## src/rtl/ps2_pkg.sv

```systemverilog
// Shared definitions for the PS/2 host command scheduler: opcodes, keyboard
// response codes, error codes, FSM state encoding and a small helper.
package ps2_pkg;

  localparam logic [7:0] OP_RESET   = 8'hFF;
  localparam logic [7:0] OP_LED     = 8'hED;
  localparam logic [7:0] OP_RATE    = 8'hF3;

  localparam logic [7:0] RSP_ACK    = 8'hFA;
  localparam logic [7:0] RSP_RESEND = 8'hFE;
  localparam logic [7:0] RSP_BAT    = 8'hAA;

  localparam logic [1:0] ERR_NONE    = 2'b00;
  localparam logic [1:0] ERR_TIMEOUT = 2'b01;
  localparam logic [1:0] ERR_RETRY   = 2'b10;
  localparam logic [1:0] ERR_TX      = 2'b11;

  typedef enum logic [2:0] {
    ST_IDLE,
    ST_SEND_OP,
    ST_SEND_ARG,
    ST_WAIT_SENT,
    ST_WAIT_ACK,
    ST_WAIT_BAT,
    ST_DONE,
    ST_ERR
  } state_t;

  function automatic int max_int(input int a, input int b);
    return (a > b) ? a : b;
  endfunction

endpackage

```

## src/rtl/ps2_timeout_timer.sv

```systemverilog
// Saturating up-counter: expired is high once count reaches limit-1 and the
// counter holds there until cleared.
module ps2_timeout_timer #(
  parameter int WIDTH = 8
) (
  input  logic             inclock,
  input  logic             reset,
  input  logic             clear,
  input  logic             enable,
  input  logic [WIDTH-1:0] limit,
  output logic             expired
);

  logic [WIDTH-1:0] count_reg;

  assign expired = (count_reg == (limit - WIDTH'(1)));

  // Count while enabled, stopping at the expiry value instead of wrapping.
  always_ff @(posedge inclock or posedge reset) begin
    if (reset)
      count_reg <= '0;
    else if (clear)
      count_reg <= '0;
    else if (enable && !expired)
      count_reg <= count_reg + WIDTH'(1);
  end

endmodule

```

## src/rtl/ps2_cmd_scheduler.sv

```systemverilog
// Host-to-keyboard command sequencer: arbitrates reset/LED/rate requests,
// sends opcode and argument bytes, consumes ACK/RESEND/BAT responses and
// forwards every other received byte to the scan-code path.
// Build option: define PS2_CMD_RETRY_EN to retry a byte on RESEND up to
// MAX_RETRY times; otherwise the first RESEND aborts the command.
module ps2_cmd_scheduler
  import ps2_pkg::*;
#(
  parameter int ACK_TIMEOUT = 50000,
  parameter int BAT_TIMEOUT = 50000000,
  parameter int MAX_RETRY   = 3
) (
  input  logic       inclock,
  input  logic       reset,
  input  logic       req_reset,
  input  logic       req_led,
  input  logic       req_rate,
  input  logic [2:0] led_state,
  input  logic [7:0] rate_arg,
  output logic [2:0] grant,
  output logic       busy,
  output logic       done,
  output logic       err,
  output logic [1:0] err_code,
  output logic [7:0] cmd_data,
  output logic       cmd_send,
  input  logic       cmd_sent,
  input  logic       cmd_tx_err,
  input  logic [7:0] rx_data,
  input  logic       rx_valid,
  output logic [7:0] key_data,
  output logic       key_valid
);

  localparam int TW = $clog2(max_int(ACK_TIMEOUT, BAT_TIMEOUT)) + 1;

  state_t     state_reg, state_next;
  logic [2:0] grant_reg, grant_next;
  logic [7:0] cmd_data_reg, cmd_data_next;
  logic [7:0] arg_reg, arg_next;
  logic       arg_phase_reg, arg_phase_next;
  logic [1:0] err_code_reg, err_code_next;
  logic [7:0] key_data_reg;
  logic       key_valid_reg;
  logic       absorb;
  logic       timer_clear, timer_enable, timer_expired;
  logic [TW-1:0] timer_limit;

  logic rx_ack, rx_resend, rx_bat, has_arg;
  assign rx_ack    = rx_valid && (rx_data == RSP_ACK);
  assign rx_resend = rx_valid && (rx_data == RSP_RESEND);
  assign rx_bat    = rx_valid && (rx_data == RSP_BAT);
  assign has_arg   = grant_reg[1] | grant_reg[2];

`ifdef PS2_CMD_RETRY_EN
  localparam int RW = (MAX_RETRY < 1) ? 1 : $clog2(MAX_RETRY + 1);
  logic [RW-1:0] retry_reg, retry_next;
`endif

  // The timer restarts whenever a response wait begins, including the
  // hand-over from the reset-command ACK to the BAT wait.
  assign timer_enable = (state_reg == ST_WAIT_ACK) || (state_reg == ST_WAIT_BAT);
  assign timer_clear  = !timer_enable ||
                        ((state_reg == ST_WAIT_ACK) && (state_next == ST_WAIT_BAT));
  assign timer_limit  = (state_reg == ST_WAIT_BAT) ? TW'(BAT_TIMEOUT) : TW'(ACK_TIMEOUT);

  ps2_timeout_timer #(.WIDTH(TW)) u_timer (
    .inclock (inclock),
    .reset   (reset),
    .clear   (timer_clear),
    .enable  (timer_enable),
    .limit   (timer_limit),
    .expired (timer_expired)
  );

  // State and command-context registers.
  always_ff @(posedge inclock or posedge reset) begin
    if (reset) begin
      state_reg     <= ST_IDLE;
      grant_reg     <= '0;
      cmd_data_reg  <= '0;
      arg_reg       <= '0;
      arg_phase_reg <= 1'b0;
      err_code_reg  <= ERR_NONE;
`ifdef PS2_CMD_RETRY_EN
      retry_reg     <= '0;
`endif
    end else begin
      state_reg     <= state_next;
      grant_reg     <= grant_next;
      cmd_data_reg  <= cmd_data_next;
      arg_reg       <= arg_next;
      arg_phase_reg <= arg_phase_next;
      err_code_reg  <= err_code_next;
`ifdef PS2_CMD_RETRY_EN
      retry_reg     <= retry_next;
`endif
    end
  end

  // Next-state logic: arbitration, byte sequencing and response handling.
  always_comb begin
    state_next     = state_reg;
    grant_next     = grant_reg;
    cmd_data_next  = cmd_data_reg;
    arg_next       = arg_reg;
    arg_phase_next = arg_phase_reg;
    err_code_next  = err_code_reg;
    absorb         = 1'b0;
`ifdef PS2_CMD_RETRY_EN
    retry_next     = retry_reg;
`endif
    case (state_reg)
      ST_IDLE: begin
        if (req_reset || req_led || req_rate) begin
          state_next     = ST_SEND_OP;
          arg_phase_next = 1'b0;
`ifdef PS2_CMD_RETRY_EN
          retry_next     = '0;
`endif
          if (req_reset) begin
            grant_next    = 3'b001;
            cmd_data_next = OP_RESET;
            arg_next      = 8'h00;
          end else if (req_led) begin
            grant_next    = 3'b010;
            cmd_data_next = OP_LED;
            arg_next      = {5'b0, led_state};
          end else begin
            grant_next    = 3'b100;
            cmd_data_next = OP_RATE;
            arg_next      = rate_arg;
          end
        end
      end
      ST_SEND_OP, ST_SEND_ARG: state_next = ST_WAIT_SENT;
      ST_WAIT_SENT: begin
        if (cmd_tx_err) begin
          state_next    = ST_ERR;
          err_code_next = ERR_TX;
        end else if (cmd_sent) begin
          state_next = ST_WAIT_ACK;
        end
      end
      ST_WAIT_ACK: begin
        if (rx_ack) begin
          absorb = 1'b1;
          if (!arg_phase_reg && has_arg) begin
            state_next     = ST_SEND_ARG;
            arg_phase_next = 1'b1;
            cmd_data_next  = arg_reg;
`ifdef PS2_CMD_RETRY_EN
            retry_next     = '0;
`endif
          end else if (grant_reg[0]) begin
            state_next = ST_WAIT_BAT;
          end else begin
            state_next = ST_DONE;
          end
        end else if (rx_resend) begin
          absorb = 1'b1;
`ifdef PS2_CMD_RETRY_EN
          if (retry_reg < RW'(MAX_RETRY)) begin
            retry_next = retry_reg + RW'(1);
            state_next = arg_phase_reg ? ST_SEND_ARG : ST_SEND_OP;
          end else begin
            state_next    = ST_ERR;
            err_code_next = ERR_RETRY;
          end
`else
          state_next    = ST_ERR;
          err_code_next = ERR_RETRY;
`endif
        end else if (timer_expired && !rx_valid) begin
          state_next    = ST_ERR;
          err_code_next = ERR_TIMEOUT;
        end
      end
      ST_WAIT_BAT: begin
        if (rx_bat) begin
          absorb     = 1'b1;
          state_next = ST_DONE;
        end else if (timer_expired && !rx_valid) begin
          state_next    = ST_ERR;
          err_code_next = ERR_TIMEOUT;
        end
      end
      ST_DONE, ST_ERR: begin
        state_next = ST_IDLE;
        grant_next = '0;
      end
      default: state_next = ST_IDLE;
    endcase
  end

  // Forward every received byte the sequencer does not consume, one cycle late.
  always_ff @(posedge inclock or posedge reset) begin
    if (reset) begin
      key_valid_reg <= 1'b0;
      key_data_reg  <= '0;
    end else begin
      key_valid_reg <= rx_valid && !absorb;
      if (rx_valid && !absorb)
        key_data_reg <= rx_data;
    end
  end

  assign grant     = grant_reg;
  assign busy      = (state_reg != ST_IDLE);
  assign done      = (state_reg == ST_DONE);
  assign err       = (state_reg == ST_ERR);
  assign err_code  = err_code_reg;
  assign cmd_data  = cmd_data_reg;
  assign cmd_send  = (state_reg == ST_SEND_OP) || (state_reg == ST_SEND_ARG);
  assign key_data  = key_data_reg;
  assign key_valid = key_valid_reg;

endmodule
```

## config.mk

```make
export PLATFORM = sky130hd
export DESIGN_NAME = ps2_cmd_scheduler
export DESIGN_NICKNAME = d
export VERILOG_FILES = /design/src/rtl/ps2_pkg.sv /design/src/rtl/ps2_timeout_timer.sv /design/src/rtl/ps2_cmd_scheduler.sv
export SDC_FILE = /design/constraint.sdc
export NUM_CORES = 1
export LEC_CHECK = 0
export BUFFER_PORTS_ARGS = -buffer_cell sky130_fd_sc_hd__buf_4
export CAP_MARGIN = 20
export CORE_ASPECT_RATIO = 1.25
export CORE_UTILIZATION = 45
export DETAILED_ROUTE_END_ITERATION = 6
export GPL_TIMING_DRIVEN = 0
export PLACE_DENSITY_LB_ADDON = 0.2
export SLEW_MARGIN = 30
export SYNTH_ARGS = -nofsm -noshare
export SYNTH_HDL_FRONTEND = slang
export SYNTH_SLANG_ARGS = --single-unit
export TNS_END_PERCENT = 10
```

## constraint.sdc

```tcl
create_clock -name inclock -period 2.8 [get_ports inclock]
set_input_delay 0.28 -clock inclock [delete_from_list [all_inputs] [get_ports inclock]]
set_output_delay 0.28 -clock inclock [all_outputs]
set_load 0.05 [all_outputs]
```

==> summary.md <==
| Metric | Value |
|---|---|
| Vias in the first global route | `2642` |
| TritonCTS clock tree | `built` |
| PwrDens | `765 nW/µm²` |
| Slew Limit Fails | `0` |
| Synth top area share | `0.491` |
| Sequential-to-total area share from yosys stat | `0.491` |
| Yosys reg bits | `61` |
| HP Class | `in -> reg` |
| Synth cell types | `53` |
| Crit Path Max Fanout | `10` |
| Initial antenna violation count | `0` |
| Port Buffer Count | `52` |
| Clock share of power | `0.277` |
| Row cnt | `33` |
| Tot GR Track Use | `0.218` |
| Net Sw Power | `1.15 mW` |
| Combinational cell fraction of total power | `0.345` |
| Core area | `6610 µm²` |
| Starting density of the core | `0.470` |
| Via count | `2706` |
| Die area | `7240 µm²` |
| Number of synthesized flops with an enable pin | `0` |
| Global route total overflow | `0` |
| CP Class | `reg -> reg` |
| Peak VDD IR | `0.000707 V` |
| Worst-margin pin slew | `0.707 ns` |
| MaxCap Viol Count | `0` |
| Clk pin slew, worst setup/hold paths | `0.08 ns` |
| DR DRC count | `0` |
| Detail Route Antenna Nets | `0` |
| Layout cells sized above 1 | `0.235` |
| Die X | `76.3 µm` |
| Rel. slew slack | `0.524` |
| Mapped Area | `3110 µm²` |
| TNS Setup | `0 ns` |
| Endpoints failing setup | `0` |
| Switching Share | `0.391` |
| Pleak | `1.63 nW` |
| First-pass GRT wire length | `12.4 mm` |
| CP Capture Type | `flop` |
| Peak Freq | `439 MHz` |
| ANT cells | `0` |
| Ys Warns | `0` |
| Gpl congestion | `0.875` |
| Post-CTS setup repair buffer count | `0` |
| Wire per inst | `14.9 µm` |
| Avg Cell Area, Syn | `9.53 µm²` |
| Layout area overhead | `23.8%` |
| Post-synth net total | `354` |
| Routed Wire Length | `7.21 mm` |
| CTS H-tree lvls | `3` |
| Largest register FFs | `27` |
| Pre-CTS WS | `0.580 ns` |
| Clock skew | `0.0106 ns` |
| FFs w/ async S/R, synth | `1.00` |
| Iter 0 DRT Violations | `142` |
| Filler cell count | `619` |
| Synth top cells by count | `dfrtp_1 (61), nor2_1 (42), nand2_1 (34), nand3_1 (24), a21oi_1 (15)` |
| Status | `completed` |
| Root Buffer | `clkbuf_8` |
| Main flop type after synthesis | `dfrtp_1` |
| Setup repair after global routing missed its margin | `no` |
| Dominant cells by area after synthesis | `dfrtp_1 (49%), nor2_1 (5.1%), nand2_1 (4.1%)` |
| Top-count cell post-synth | `dfrtp_1` |
| Largest net degree at the start of global routing | `44` |
| Die height | `94.9 µm` |
| IO Count | `53` |
| Setup ws final | `0.524 ns` |
| Seq pwr share | `0.378` |
| Worst path arrival time | `2.56 ns` |
| Fin crit share | `0.813` |
| Post-cts sizing count | `0` |
| Cell count after synthesis | `326` |
| Via density | `5.60` |
| Tmin final | `2.28 ns` |
| Final HPWL DP | `5.13 mm` |
| Final Hold Fails | `0` |
| Leading area contributor after synthesis | `dfrtp_1` |
| Clk buf depth | `2` |
| Total internal power | `1.79 mW` |
| Insertion delay of the later-clocked pin in the worst-skew pair | `0.35 ns` |
| # nets final | `419` |
| Crit path required time | `3.08 ns` |
| Sink Count | `61` |
| Worst setup SP type | `flop` |
| Drt first pass iters | `4` |
| Clock buffer count from CTS | `9` |
==> area by class of cell <==
| class | count | area (µm²) | share of cell area |
|---|---|---|---|
| inverter | 6 | 25.0 | 0.00651 |
| sequential | 61 | 1530 | 0.397 |
| clock buffer | 10 | 138 | 0.0358 |
| buffer | 13 | 67.6 | 0.0176 |
| timing repair buffer | 54 | 420 | 0.109 |
| tap | 87 | 109 | 0.0283 |
| clock inverter | 6 | 70.1 | 0.0182 |
| multi-input combinational | 246 | 1490 | 0.387 |
==> logic make-up after synthesis <==
kind of cell,count (synthesis),share of synthesized area
AND/OR/NAND/NOR,168,0.280
flip-flops,61,0.491
AO/OA/AOI/OAI,47,0.104
XOR/XNOR,21,0.0592
buffers and inverters,19,0.0290
multiplexers,9,0.0326
adder cells (fa/ha/maj),1,0.00403
==> metal layers <==
metal / share of wire / track usage
met1: 0.45 / 0.269
met2: 0.50 / 0.372
met3: 0.034 / 0.0367
met4: 0.017 / 0.101
met5: 0 / 0
==> through the flow <==
step           power, mW  hold WS (ns)  instances  utilization  instance area (µm²)
6_report            2.94         0.148        483        0.582                 3850
5_1_grt             3.09         0.150        483        0.582                 3850
4_1_cts             2.96         0.146        483        0.582                 3850
3_5_place_dp        2.14         0.250        466        0.549                 3630
3_3_place_gp        2.12         0.450        465        0.546                 3610
2_1_floorplan       1.83         0.378        326            -                 3110
==> layout by cell type, fill, tap and decap left out, drive strengths merged, types with 2 or more instances in the layout <==
cell type   n
a21o        2
a21oi      15
a221o       2
a22oi       5
a31o        2
and2        4
and3        6
and4        6
buf        61
clkbuf     15
clkinvlp    3
dfrtp      61
inv         8
mux2        9
nand2      34
nand2b      3
nand3      24
nand3b      2
nand4      10
nand4b      2
nor2       43
nor3        9
nor4        9
o21ai       6
o221a       2
o311ai      4
o31ai       2
or2         3
or3         3
or3b        2
or4         3
xnor2      11
xor2       10
==> critical path: stages, from the launching register on <==
cell	delay (ns)
dfrtp_1	0.43
buf_1	0.23
nor3_1	0.36
inv_1	0.13
nor2_1	0.41
clkbuf_1	0.41
nand3_1	0.16
nand2_1	0.09
==> path summary, 6_finish.rpt <==
check                                        endpoint  cells after the start  slack [ns]         start
max in group asynchronous       u_timer.count_reg[26]                      4        1.86         reset
worst min register to register             arg_reg[4]                      2        0.47    arg_reg[4]
worst min-delay path                       arg_reg[0]                      3        0.15   rate_arg[0]
min in group asynchronous                 cmd_data[0]                      3        0.43         reset
worst max-delay path                       arg_reg[3]                      7        0.52  state_reg[0]
worst max register to register             arg_reg[3]                      7        0.52  state_reg[0]
==> power by group through the flow <==
| stage | Clock, mW | Sequential [mW] | Combinational (mW) |
|---|---|---|---|
| 6_report | 0.816 | 1.11 | 1.01 |
| 4_1_cts | 0.831 | 1.11 | 1.02 |
| 3_5_place_dp | 0 | 1.13 | 1.01 |
| 3_3_place_gp | 0 | 1.12 | 0.994 |
| 5_1_grt | 0.865 | 1.13 | 1.10 |
| 2_1_floorplan | 0 | 1.32 | 0.506 |
==> repair_timing <==
| action | CTS | global route |
|---|---|---|
| setup endpoints to repair | 0 | 0 |
| hold buffers | 1 | 0 |
| hold endpoints to repair | 18 | 0 |
No activity file was read; power rests on OpenSTA's default activity.
